`config.mk`:
```
export PLATFORM = sky130hd
export DESIGN_NAME = param_regfile
export DESIGN_NICKNAME = d
export VERILOG_FILES = /design/src/rtl/param_regfile.sv
export SDC_FILE = /design/constraint.sdc
export NUM_CORES = 2
export LEC_CHECK = 0
export BUFFER_PORTS_ARGS = -buffer_cell sky130_fd_sc_hd__buf_2
export CAP_MARGIN = 10
export CORE_MARGIN = 3
export CORE_UTILIZATION = 55
export DETAILED_ROUTE_END_ITERATION = 6
export HOLD_SLACK_MARGIN = 0.05
export PLACE_DENSITY = 0.8
export REMOVE_ABC_BUFFERS = 1
export SLEW_MARGIN = 40
export SYNTH_ARGS = -nofsm -noshare
export SYNTH_HDL_FRONTEND = slang
export SYNTH_SLANG_ARGS = --single-unit
```
`constraint.sdc`:
```
create_clock -name clk_i -period 5.45 [get_ports clk_i]
set_input_delay 1.09 -clock clk_i [delete_from_list [all_inputs] [get_ports clk_i]]
set_output_delay 1.09 -clock clk_i [all_outputs]
set_load 0.01 [all_outputs]
```
`src/rtl/param_regfile.sv`:
```
// param_regfile: multi-port register file with prioritised writes, busy scoreboard and sweep-clear FSM.
// Optional feature: define RF_BYPASS_EN to forward same-cycle write data to the read ports.
module param_regfile #(
    parameter int XLEN     = 32,
    parameter int DEPTH    = 32,
    parameter int NUM_RD   = 2,
    parameter bit ZERO_REG = 1'b1,
    localparam int AW      = $clog2(DEPTH)
) (
    input  logic                   clk_i,
    input  logic                   rst_ni,
    input  logic                   clr_req_i,
    output logic                   ready_o,
    input  logic [NUM_RD*AW-1:0]   rs_addr_i,
    output logic [NUM_RD*XLEN-1:0] rs_data_o,
    output logic [NUM_RD-1:0]      rs_busy_o,
    input  logic                   wr0_en_i,
    input  logic [AW-1:0]          wr0_addr_i,
    input  logic [XLEN-1:0]        wr0_data_i,
    input  logic                   wr1_en_i,
    input  logic [AW-1:0]          wr1_addr_i,
    input  logic [XLEN-1:0]        wr1_data_i,
    input  logic                   issue_en_i,
    input  logic [AW-1:0]          issue_addr_i
);

    typedef enum logic {INIT, RUN} state_e;

    localparam logic [AW-1:0] LAST = AW'(DEPTH - 1);

    state_e            state_q;
    logic [AW-1:0]     idx_q;
    logic              ready_q;
    logic [DEPTH-1:0]  busy_q, busy_d;
    logic [XLEN-1:0]   mem_q [DEPTH];
    logic              we0, we1, iss;

    // Register 0 is never written or allocated when hardwired to zero.
    assign we0 = ready_q & wr0_en_i & ~(ZERO_REG && (wr0_addr_i == '0));
    assign we1 = ready_q & wr1_en_i & ~(ZERO_REG && (wr1_addr_i == '0));
    assign iss = ready_q & issue_en_i & ~(ZERO_REG && (issue_addr_i == '0));
    assign ready_o = ready_q;

    // Scoreboard next state: writes retire, issue allocates (and wins), clear wipes everything.
    always_comb begin
        busy_d = busy_q;
        if (ready_q) begin
            if (we0) busy_d[wr0_addr_i] = 1'b0;
            if (we1) busy_d[wr1_addr_i] = 1'b0;
            if (iss) busy_d[issue_addr_i] = 1'b1;
            if (clr_req_i) busy_d = '0;
        end
    end

    // Sweep/run controller with registered ready and scoreboard.
    always_ff @(posedge clk_i or negedge rst_ni) begin
        if (!rst_ni) begin
            state_q <= INIT;
            idx_q   <= '0;
            ready_q <= 1'b0;
            busy_q  <= '0;
        end else begin
            busy_q <= busy_d;
            if (state_q == INIT) begin
                idx_q <= idx_q + 1'b1;
                if (idx_q == LAST) begin
                    state_q <= RUN;
                    ready_q <= 1'b1;
                end
            end else if (clr_req_i) begin
                state_q <= INIT;
                idx_q   <= '0;
                ready_q <= 1'b0;
            end
        end
    end

    // Storage has no reset: the sweep zeroes one entry per cycle; wr1 is assigned last so it wins.
    always_ff @(posedge clk_i) begin
        if (!ready_q) begin
            mem_q[idx_q] <= '0;
        end else begin
            if (we0) mem_q[wr0_addr_i] <= wr0_data_i;
            if (we1) mem_q[wr1_addr_i] <= wr1_data_i;
        end
    end

    for (genvar p = 0; p < NUM_RD; p++) begin : g_rd
        logic [AW-1:0]   a;
        logic [XLEN-1:0] d;
        logic            b;
        assign a = rs_addr_i[p*AW +: AW];
        // Combinational read; outputs are forced to zero while sweeping or for hardwired register 0.
        always_comb begin
            d = mem_q[a];
            b = busy_q[a];
`ifdef RF_BYPASS_EN
            if (we1 && (wr1_addr_i == a)) begin
                d = wr1_data_i;
                b = iss && (issue_addr_i == a);
            end else if (we0 && (wr0_addr_i == a)) begin
                d = wr0_data_i;
                b = iss && (issue_addr_i == a);
            end
`endif
            if (!ready_q || (ZERO_REG && (a == '0))) begin
                d = '0;
                b = 1'b0;
            end
        end
        assign rs_data_o[p*XLEN +: XLEN] = d;
        assign rs_busy_o[p] = b;
    end

endmodule

```
==> metrics.txt <==
multi-input logic area=between 20000 and 30000 sq um; Worst path slowest cell=or2_2; Slew HR=between 30 and 40%; layout cell share with drive strength beyond 1=21.56%; CTS Hold Bufs=0; status=finished with violations; CTS Buf Count=110; failing checks=design-rule violations; synthesized flop and latch total=between 1000 and 1500; PortBufs=about 160; Starting Density=between 50% and 60%; pre-CTS worst setup slack=0.8722 ns; die width=~340 um; vias=between 50000 and 60000; largest stage delay on the critical path=between 0.6 and 0.7 ns; share of the cycle needed by the critical path after routing=between 80 and 90%; number of synthesized flops with an enable pin=about 1000; Die Y=342.0 um; Post-Syn Area=around 62000 sq um; Max Cap Viol=0; Setup Skew=0.03139 ns; die area=116900 sq um; Max Slew Vio Count=0; number of library cell types mapped by synthesis=78; largest net degree at the start of global routing=79; pwr dens=around 340 nW/um^2; Avg Cell Area, Syn=11.06 sq um; DP HPWL=between 100 and 150 mm; antenna violations before repair=12; Post-Synthesis Cells=~5600; Clock Path Buffers=3; Max Clk Rate=about 0.21 GHz; Crit Path Max Fanout=a little under 70; clock root cell=clkbuf_16; Synth Flop Type=edfxtp_1; endpoints failing setup=0; commonest non-fill, non-tap cell in the layout=edfxtp_1; Reg2Reg Setup Slack=~1.6 ns; post-cts resize count=0; crit path capture type=output port; Wirelength per Cell=between 30 and 40 um; Post-CTS Setup Bufs=0; clk sinks=between 1000 and 1500; global-route wire length before repair=~330 mm; worst-path cell chain=buf_8, or2_2, nor2b_4, buf_4, nand3_1, nand4_1, buf_2; RSZ-0062 raised after global routing=false; routed vias/inst=7.355; H-tree level count=3; Worst setup SP type=input pin; clk_lat worst skew=approximately 0.73 ns; register area=31730 sq um; Remaining DRCs=16; final WL=between 200 and 250 mm; minimum clock period=about 4.8 ns; worst vdd ir=~0.30 mV; Synth-to-Final Area Change=10.30%; Pre-antenna DRT Iters=7; site row count=between 100 and 150; Seq/Total Area, Yosys=51.10%; CTS tree=built; Layout fillers=approximately 8200; leakage=0.02292 uW; vias in the first global route=49635; Worst-path clk slew=approximately 0.060 ns; Final ANT Viol Nets=0; total gr overflow=0; Crit path required time=about 4.4 ns; Min Hold Slack=0.3578 ns; asr flop ratio synth=roughly 3.7%; GPL Wtd Cong=between 0.9 and 1; Worst-Margin Slew=~1 ns; yosys warns=0; setup slack after layout=~0.66 ns; overall routing resource usage=38.67%; Worst Path Arrival=between 3 and 4 ns; IO Count=between 150 and 200; commonest non-fill, non-tap cells in the layout=edfxtp_1, nand2_1, o21ai_0, mux2i_1, mux2_2; Nets=roughly 5500; HP Class=input pin to async pin; core area=111300 sq um; final hold violations=0; initial drt markers=approximately 9900; class of the most critical setup path=input pin to output port
[area by class of cell]
| type | count | area share [%] |
|---|---|---|
| sequential | 1063 | 46.33 |
| multi-input combinational | 3833 | 40.93 |
| timing repair buffer | 364 | 4.594 |
| clock buffer | 133 | 4.274 |
| tap | 1488 | 2.719 |
| clock inverter | 73 | 0.8935 |
| inverter | 43 | 0.2357 |
| antenna | 7 | 0.02558 |
[through the flow]
| step | utilization, % | power, uW | instance area [sq um] | instances | setup TNS [ns] |
|---|---|---|---|---|---|
| floorplan | - | 13180 | 59040 | 4939 | -18.85 |
| global placement | 57.80 | 15520 | 64310 | 6764 | 0 |
| detailed placement | 58.21 | 15740 | 64770 | 6788 | 0 |
| CTS | 61.39 | 23130 | 68310 | 6994 | 0 |
| global route | 61.52 | 23940 | 68460 | 6998 | 0 |
| finish | 61.54 | 23470 | 68480 | 7004 | 0 |
[worst paths after layout]
check,from,endpoint,cells past startpoint
max,rs_addr_i[7],rs_data_o[59],7
min,rst_ni,idx_q[2],1
max reg2reg,ready_o,mem_q[9][28],6
min reg2reg,busy_q[1],busy_q[1],1
max in group asynchronous,rst_ni,ready_o,1
min in group clk_i,busy_q[1],busy_q[1],1
[metal layers]
metal  up-vias  part of all wire (%)  GRT usage [%]
met1     23875                    31          47.82
li1      20763                     -              -
met3      1447                    18          14.16
met5         -                 0.024              0
met2      5421                    42          55.36
met4         8                   9.4          29.34
[state kept, by name, summed over array words and instances, names as in the netlist]
signal and count:
mem_q 1024, busy_q 32, idx_q 5, ready_o 1, state_q 1
[where the power goes]
part           internal (uW)  switching (uW)
Combinational           1750            3530
Sequential             10100             441
Clock                   4270            3320
Total                  16200            7290
[synthesized netlist by cell type (4+ instances only)]
cell | instances | area (sq um)
inv_1 | 43 | 161.4
mux2i_1 | 271 | 2713
a211oi_1 | 67 | 503.0
and4b_1 | 4 | 40.04
a2bb2oi_1 | 6 | 52.55
a22oi_1 | 143 | 1074
nor4b_1 | 4 | 35.03
a21oi_1 | 39 | 195.2
buf_1 | 14 | 52.55
dfrtp_1 | 39 | 975.9
o21ai_0 | 1006 | 5035
o31ai_1 | 10 | 75.07
nor2_4 | 6 | 67.56
nor4_1 | 5 | 31.28
o21ai_1 | 10 | 50.05
nand3_1 | 130 | 650.6
nand2_1 | 1044 | 3919
mux4_2 | 260 | 5856
nor2b_1 | 79 | 494.2
edfxtp_1 | 1024 | 30750
nand4b_1 | 5 | 43.79
o22ai_1 | 112 | 700.7
nor4bb_1 | 4 | 40.04
nor2_1 | 34 | 127.6
nor2_2 | 8 | 50.05
nor3_1 | 14 | 70.07
nand4_1 | 60 | 375.4
and2_1 | 6 | 37.54
nand2b_1 | 9 | 56.30
buf_4 | 35 | 262.8
buf_6 | 10 | 112.6
o31a_1 | 32 | 280.3
a31oi_1 | 36 | 225.2
mux2_2 | 264 | 2973
clkbuf_1 | 363 | 1363
buf_2 | 249 | 1246
a22o_1 | 45 | 394.1
nand3b_1 | 7 | 52.55
a32o_1 | 10 | 100.1
or3_1 | 34 | 212.7
and3_1 | 9 | 56.30
[critical path, delay by kind of cell]
family	cells	cell delay (ns)
buffers and inverters	3	1.08
and+or+nand+nor	4	1.35
[cell families after synthesis]
kind of cell | synth area share [%]
AOI/OAI and AO/OA | 14.38
xor gates and xnor gates | 0.02822
adders and majority gates | 0.04030
buffers and inverters | 5.159
DFF | 51.10
muxes | 18.64
and+or+nand+nor | 10.65
(Power assumes the default switching activity.)
